`src/rtl/mdu_pkg.sv`:
```
// Shared types and constants for the multiply/divide unit (mdu).
//   md_op_t    : operation code presented on mdu.op
//   md_state_t : mdu control FSM states
//   ITER_CNT   : iterations of the shift-add / restoring-divide loops
package mdu_pkg;

  localparam int unsigned ITER_CNT = 32;

  typedef enum logic [2:0] {
    OpNone  = 3'd0,
    OpMult  = 3'd1,
    OpMultu = 3'd2,
    OpDiv   = 3'd3,
    OpDivu  = 3'd4,
    OpMthi  = 3'd5,
    OpMtlo  = 3'd6
  } md_op_t;

  typedef enum logic [1:0] {
    StIdle,
    StMul,
    StDiv,
    StFix
  } md_state_t;

endpackage

```
`src/rtl/mdu_div_step.sv`:
```
// One restoring-division step, purely combinational.
//   rem_i      : partial remainder entering the step (always < divisor_i)
//   bit_i      : next dividend bit shifted into the remainder
//   divisor_i  : divisor magnitude
//   rem_o      : partial remainder after the trial subtraction
//   q_bit_o    : quotient bit produced by this step
module mdu_div_step #(
  parameter int unsigned WIDTH = 32
) (
  input  logic [WIDTH-1:0] rem_i,
  input  logic             bit_i,
  input  logic [WIDTH-1:0] divisor_i,
  output logic [WIDTH-1:0] rem_o,
  output logic             q_bit_o
);

  logic [WIDTH:0] shifted;

  always_comb begin
    shifted = {rem_i, bit_i};
    q_bit_o = (shifted >= {1'b0, divisor_i});
    // The true difference is below 2^WIDTH, so dropping the top bit is exact.
    rem_o   = q_bit_o ? (shifted[WIDTH-1:0] - divisor_i) : shifted[WIDTH-1:0];
  end

endmodule

```
`src/rtl/mdu.sv`:
```
// Multiply/divide unit with HI/LO registers for an in-order pipeline.
// Multiply is shift-add and divide is restoring, one bit per cycle, on operand
// magnitudes; signs are applied in a final FIX cycle before HI/LO are written.
// Optional build macro: MDU_FAST_MUL_EN selects a single-cycle multiplier for
// MULT/MULTU (IDLE -> FIX -> IDLE); divide is always iterative.
// Ports:
//   clk, rst      : clock, asynchronous active-low reset
//   start, op     : EX issues an md_op_t this cycle
//   rs_data       : multiplicand / dividend / MTHI-MTLO source
//   rt_data       : multiplier / divisor
//   mf_req        : MFHI/MFLO sitting in EX
//   flush         : abort any in-flight operation
//   hi, lo        : architectural HI/LO
//   busy          : iterative operation in progress
//   done          : one-cycle pulse after HI/LO written by a MULT/DIV
//   stall         : hold IF/ID/EX (busy & (mf_req | start))
module mdu
  import mdu_pkg::*;
#(
  parameter int unsigned WIDTH = 32
) (
  input  logic             clk,
  input  logic             rst,
  input  logic             start,
  input  logic [2:0]       op,
  input  logic [WIDTH-1:0] rs_data,
  input  logic [WIDTH-1:0] rt_data,
  input  logic             mf_req,
  input  logic             flush,
  output logic [WIDTH-1:0] hi,
  output logic [WIDTH-1:0] lo,
  output logic             busy,
  output logic             done,
  output logic             stall
);

  localparam int unsigned CntW = $clog2(ITER_CNT);

  md_state_t          state_q, state_d;
  logic [CntW-1:0]    cnt_q, cnt_d;
  // acc: {partial product high, multiplier} or {remainder, dividend/quotient}
  logic [2*WIDTH-1:0] acc_q, acc_d;
  logic [WIDTH-1:0]   opb_q, opb_d;
  logic               neg_q, neg_d;    // product or quotient negative
  logic               rneg_q, rneg_d;  // remainder negative
  logic               mul_q, mul_d;
  logic [WIDTH-1:0]   hi_q, hi_d, lo_q, lo_d;
  logic               done_q, done_d;

  md_op_t             op_e;
  logic               signed_op;
  logic               a_neg, b_neg;
  logic [WIDTH-1:0]   a_abs, b_abs;
  logic [WIDTH:0]     mul_sum;
  logic [2*WIDTH-1:0] mul_next;
  logic [WIDTH-1:0]   rem_next;
  logic               q_bit;
  logic [2*WIDTH-1:0] mul_res;
  logic [WIDTH-1:0]   quot_res, rem_res;
`ifdef MDU_FAST_MUL_EN
  logic [2*WIDTH-1:0] fast_prod;
`endif

  assign op_e      = md_op_t'(op);
  assign signed_op = (op_e == OpMult) || (op_e == OpDiv);
  assign a_neg     = signed_op & rs_data[WIDTH-1];
  assign b_neg     = signed_op & rt_data[WIDTH-1];
  assign a_abs     = a_neg ? (~rs_data + 1'b1) : rs_data;
  assign b_abs     = b_neg ? (~rt_data + 1'b1) : rt_data;

  // Shift-add: add multiplicand when the current multiplier bit is set, then
  // shift the whole accumulator right (carry enters the top).
  assign mul_sum  = {1'b0, acc_q[2*WIDTH-1:WIDTH]} + (acc_q[0] ? {1'b0, opb_q} : '0);
  assign mul_next = {mul_sum, acc_q[WIDTH-1:1]};

  mdu_div_step #(
    .WIDTH(WIDTH)
  ) u_div_step (
    .rem_i    (acc_q[2*WIDTH-1:WIDTH]),
    .bit_i    (acc_q[WIDTH-1]),
    .divisor_i(opb_q),
    .rem_o    (rem_next),
    .q_bit_o  (q_bit)
  );

`ifdef MDU_FAST_MUL_EN
  assign fast_prod = {{WIDTH{1'b0}}, a_abs} * {{WIDTH{1'b0}}, b_abs};
`endif

  assign mul_res  = neg_q ? (~acc_q + 1'b1) : acc_q;
  assign quot_res = neg_q ? (~acc_q[WIDTH-1:0] + 1'b1) : acc_q[WIDTH-1:0];
  assign rem_res  = rneg_q ? (~acc_q[2*WIDTH-1:WIDTH] + 1'b1) : acc_q[2*WIDTH-1:WIDTH];

  always_comb begin
    state_d = state_q;
    cnt_d   = cnt_q;
    acc_d   = acc_q;
    opb_d   = opb_q;
    neg_d   = neg_q;
    rneg_d  = rneg_q;
    mul_d   = mul_q;
    hi_d    = hi_q;
    lo_d    = lo_q;
    done_d  = 1'b0;

    if (flush) begin
      state_d = StIdle;
    end else begin
      unique case (state_q)
        StIdle: begin
          if (start) begin
            case (op_e)
              OpMult, OpMultu: begin
                opb_d = a_abs;
                neg_d = a_neg ^ b_neg;
                mul_d = 1'b1;
                cnt_d = '0;
`ifdef MDU_FAST_MUL_EN
                acc_d   = fast_prod;
                state_d = StFix;
`else
                acc_d   = {{WIDTH{1'b0}}, b_abs};
                state_d = StMul;
`endif
              end
              OpDiv, OpDivu: begin
                acc_d   = {{WIDTH{1'b0}}, a_abs};
                opb_d   = b_abs;
                // Divide by zero yields an all-ones quotient, never negated.
                neg_d   = (a_neg ^ b_neg) & (rt_data != '0);
                rneg_d  = a_neg;
                mul_d   = 1'b0;
                cnt_d   = '0;
                state_d = StDiv;
              end
              OpMthi:  hi_d = rs_data;
              OpMtlo:  lo_d = rs_data;
              default: ;
            endcase
          end
        end
        StMul: begin
          acc_d = mul_next;
          cnt_d = cnt_q + 1'b1;
          if (cnt_q == CntW'(ITER_CNT - 1)) state_d = StFix;
        end
        StDiv: begin
          acc_d = {rem_next, acc_q[WIDTH-2:0], q_bit};
          cnt_d = cnt_q + 1'b1;
          if (cnt_q == CntW'(ITER_CNT - 1)) state_d = StFix;
        end
        StFix: begin
          if (mul_q) begin
            {hi_d, lo_d} = mul_res;
          end else begin
            hi_d = rem_res;
            lo_d = quot_res;
          end
          done_d  = 1'b1;
          state_d = StIdle;
        end
        default: state_d = StIdle;
      endcase
    end
  end

  always_ff @(posedge clk or negedge rst) begin
    if (!rst) begin
      state_q <= StIdle;
      cnt_q   <= '0;
      acc_q   <= '0;
      opb_q   <= '0;
      neg_q   <= 1'b0;
      rneg_q  <= 1'b0;
      mul_q   <= 1'b0;
      hi_q    <= '0;
      lo_q    <= '0;
      done_q  <= 1'b0;
    end else begin
      state_q <= state_d;
      cnt_q   <= cnt_d;
      acc_q   <= acc_d;
      opb_q   <= opb_d;
      neg_q   <= neg_d;
      rneg_q  <= rneg_d;
      mul_q   <= mul_d;
      hi_q    <= hi_d;
      lo_q    <= lo_d;
      done_q  <= done_d;
    end
  end

  assign hi    = hi_q;
  assign lo    = lo_q;
  assign busy  = (state_q != StIdle);
  assign done  = done_q;
  assign stall = busy & (mf_req | start);

endmodule

```
`config.mk`:
```
export PLATFORM = sky130hd
export DESIGN_NAME = mdu
export DESIGN_NICKNAME = d
export VERILOG_FILES = /design/src/rtl/mdu_pkg.sv /design/src/rtl/mdu_div_step.sv /design/src/rtl/mdu.sv
export SDC_FILE = /design/constraint.sdc
export NUM_CORES = 1
export LEC_CHECK = 0
export ABC_AREA = 1
export ABC_CLOCK_PERIOD_IN_PS = 3200
export CAP_MARGIN = 20
export CORE_ASPECT_RATIO = 1.2
export CORE_MARGIN = 5
export CORE_UTILIZATION = 25
export CTS_BUF_LIST = sky130_fd_sc_hd__clkbuf_16
export CTS_CLUSTER_SIZE = 8
export DETAILED_ROUTE_END_ITERATION = 7
export HOLD_SLACK_MARGIN = 0.15
export MAX_ROUTING_LAYER = met4
export PLACE_DENSITY = 0.37
export SLEW_MARGIN = 20
export SYNTH_ARGS = -nofsm -noshare
export SYNTH_HDL_FRONTEND = slang
export SYNTH_HIERARCHICAL = 1
export SYNTH_SLANG_ARGS = --single-unit
```
`constraint.sdc`:
```
create_clock -name clk -period 3.2 [get_ports clk]
set_clock_uncertainty 0.1 [all_clocks]
set_input_delay 0.32 -clock clk [delete_from_list [all_inputs] [get_ports clk]]
set_output_delay 0.32 -clock clk [all_outputs]
set_load 0.01 [all_outputs]
```
==> key figures <==
Detailed routing
  – Average routed wire per standard cell: 24.0 um
  – First-pass iteration count of the detailed router: 6
  – Sum of routed wire length over all layers: 105000 um
  – Vias per cell: 5.00
  – DRC violation total after the first TritonRoute iteration: 1747
  – Antenna violation net count after detailed routing: 0
  – Remaining design rule violation count: 0
  – DR vias: 21900

Run status
  – Status: complete, no violations

Critical path
  – Category of the worst setup path capture point: register
  – Critical path startpoint category: register
  – Slowest Stage Delay on Critical Path: 0.43 ns
  – Slowest cell on the critical path: dfrtp_1
  – Crit path max fanout: 11
  – Critical Setup Path Class: reg -> reg
  – Startpoint of the worst register-to-register path: acc_q[0]
  – Arrival time worst endpoint: 3.45 ns
  – Critical path's top delay family: simple AND/OR/NAND/NOR gates
  – Cell-by-cell trace of the critical path: buf_4 > inv_2 > ha_1 > nand3_4 > nor2_4 > nand4_1 > nand2_1 > nand3_1 > nand2_1 > nand3_1 > a21oi_1
  – Startpoint of the most critical setup path: acc_q[0]
  – Required time of the critical path: 3.53 ns
  – Crit path buffers/inverters: 2

STA
  – Fin crit share: 97.6%
  – Transition time at the pin with the least slew margin: 0.894 ns
  – Final max-slew violation count: 0
  – Setup TNS: 0 ns
  – Min cycle time layout: 3.12 ns
  – Final Hold Viols: 0
  – Headroom to the max-slew limit: 40.3%
  – Number of setup violations in the final report: 0
  – Fmax: 0.320 GHz
  – Unrepaired setup endpoints after global routing: false

Placement
  – RD Place Congestion: 0.947
  – Placed Cells: 4353
  – Number of port buffers: 138
  – Half-perimeter wire length of the detailed placement result: 88800 um

Global routing
  – Tot GR Track Use: 26.5%
  – Global-route wire length before repair: 151000 um
  – Number of global-route vias before repair: 21800
  – Pin count of the biggest net entering global routing: 91
  – Grt ovf: 0
  – Initial antenna violation count: 0

Clock network
  – Clock transition at the registers of the reported paths: 0.07 ns
  – Number of buffers on the longest clock path: 2
  – Number of H-tree levels: 4
  – CTS Root Buffer Type: clkbuf_16
  – Clock latency at the later pin of the worst-skew pair: 0.51 ns
  – Post-CTS setup buffer count: 0
  – CTS tree: yes
  – Clock buffer count from CTS: 17
  – Num Clock Sinks: 171

Synth
  – Syn_nets: 3391
  – Asr flop ratio synth: 100%
  – Avg Inst Size Synth: 5.71 um^2
  – Top_reg_cell synth: dfrtp_1
  – Top cell type's share of synthesized area: 23.5%
  – Library cells used by synthesis: 58
  – Seq cells post-synth: 171
  – Sequential-to-total area share from yosys stat: 23.1%
  – Cell count after synthesis: 3242
  – Post-Syn Area: 18500 um^2
  – Post-synth EDFFs: 0
  – Biggest area contributors in the synthesized netlist: nand2_1, dfrtp_1, inv_1
  – Biggest area consumer among synthesized cells: nand2_1
  – Synth warn: 6

Die
  – Number of placed I/O pins: 139
  – Die outline area: 79700 um^2
  – FP Rows: 109
  – Initial Utilization: 25.2%
  – Die outline height: 308 um
  – Standard cell core area: 73600 um^2
  – Die Wd: 258 um

Finish
  – Fillers: 8473
  – Area growth from synthesis to final layout: 20.1%
  – Final layout net count: 3579
  – Layout cell share with drive strength beyond 1: 6.68%
  – Fraction of the core area covered by cells at the end of the flow: 30.2%
  – Post-route non-filler standard cell count: 4384
  – Antenna Diode Count: 0

Run
  – Number of violations of the max-capacitance limit: 0

Pwr
  – VDD IR-drop max: 0.504 mV
  – Lkg Pwr: 11.7 nW
  – Power density normalized to cell area: 719 nW/um^2

Min path
  – Class of the tightest hold or removal check: in -> async
-- flip-flops by register name, summed over array words and instances (netlist names) --
register	flops
hi	32
lo	32
state_q	2
done	1
cnt_q	5
mul_q	1
neg_q	1
opb_q	32
rneg_q	1
acc_q	64
-- stage by stage --
| step | hold slack, ns | setup WS, ns | power, mW | instance area [um^2] |
|---|---|---|---|---|
| CTS | 0.296 | 0.115 | 16.1 | 22200 |
| global placement | 0.281 | 0.0685 | 13.8 | 21700 |
| global route | 0.344 | 0.0299 | 17.1 | 22200 |
| finish | 0.305 | 0.0779 | 16.0 | 22200 |
| detailed placement | 0.279 | 0.134 | 13.8 | 21700 |
| floorplan | -0.0756 | 0.759 | 9.24 | 18500 |
-- logic make-up after synthesis --
logic type,Yosys count,synth area share [%]
muxes,1,0.0540
buffers and inverters,571,12.2
adders and majority gates,77,5.28
DFF,171,23.1
and+or+nand+nor,2007,45.8
AOI/OAI and AO/OA,364,11.2
xor gates and xnor gates,51,2.41
-- cell usage in the layout (no fill, tap or decap), drive strengths merged, types with 4 or more instances in the layout --
cell	n
nand3b	18
a21oi	102
dfrtp	171
o211ai	23
o21ai	148
clkbuf	18
nor4	4
or2	9
xor2	45
ha	75
nand2	1176
o21bai	10
nand4	44
nor2	393
nand3	327
xnor2	6
clkinv	7
a31oi	28
inv	481
buf	121
clkdlybuf4s50	137
nor3	24
o22ai	35
and2	9
o31ai	5
-- worst paths after layout --
kind,end,slack (ns),cells past startpoint
worst max-delay path,hi[16],0.08,11
worst min-delay path,acc_q[59],0.31,2
worst max register to register,hi[16],0.08,11
worst min register to register,lo[5],0.39,2
max in group asynchronous,lo[18],1.89,3
min in group clk,done,0.36,2
-- area by class of cell --
cell class	count	area, um^2	area share [%]
sequential	171	4280	19.2
timing repair buffer	260	2420	10.9
inverter	480	1800	8.10
clock inverter	13	143	0.641
multi-input combinational	2500	12000	53.9
clock buffer	17	425	1.91
tap	943	1180	5.30
-- cell usage after synthesis, drive strengths merged, types with 28 or more instances --
| cell type | instances |
|---|---|
| xor2 | 45 |
| clkbuf | 44 |
| nand3 | 327 |
| ha | 75 |
| nand2 | 1176 |
| dfrtp | 171 |
| nand4 | 44 |
| a31oi | 28 |
| a21oi | 102 |
| inv | 476 |
| o22ai | 35 |
| nor2 | 393 |
| buf | 47 |
| o21ai | 148 |
-- routing by layer --
metal | wire length, um | share of wire [%] | track usage, % | up-vias
li1 | - | - | - | 10600
met1 | 45000 | 43 | 32.2 | 10600
met2 | 51900 | 49 | 45.8 | 595
met3 | 3720 | 3.5 | 2.53 | 125
met4 | 4400 | 4.2 | 9.91 | 0
met5 | 0 | 0 | - | -
-- power breakdown --
part	leakage, nW	internal [mW]	switching (mW)
Sequential	2.13	2.98	0.869
Clock	0.269	1.15	1.08
Combinational	9.31	3.42	6.49
Total	11.7	7.55	8.44
-- what timing repair did --
action                     in CTS  in global routing
gates resized for setup         0                  1
hold buffers                    1                  0
setup endpoints to repair       0                  1
hold endpoints to repair       53                  0
Power figures use the tool's default switching activity.
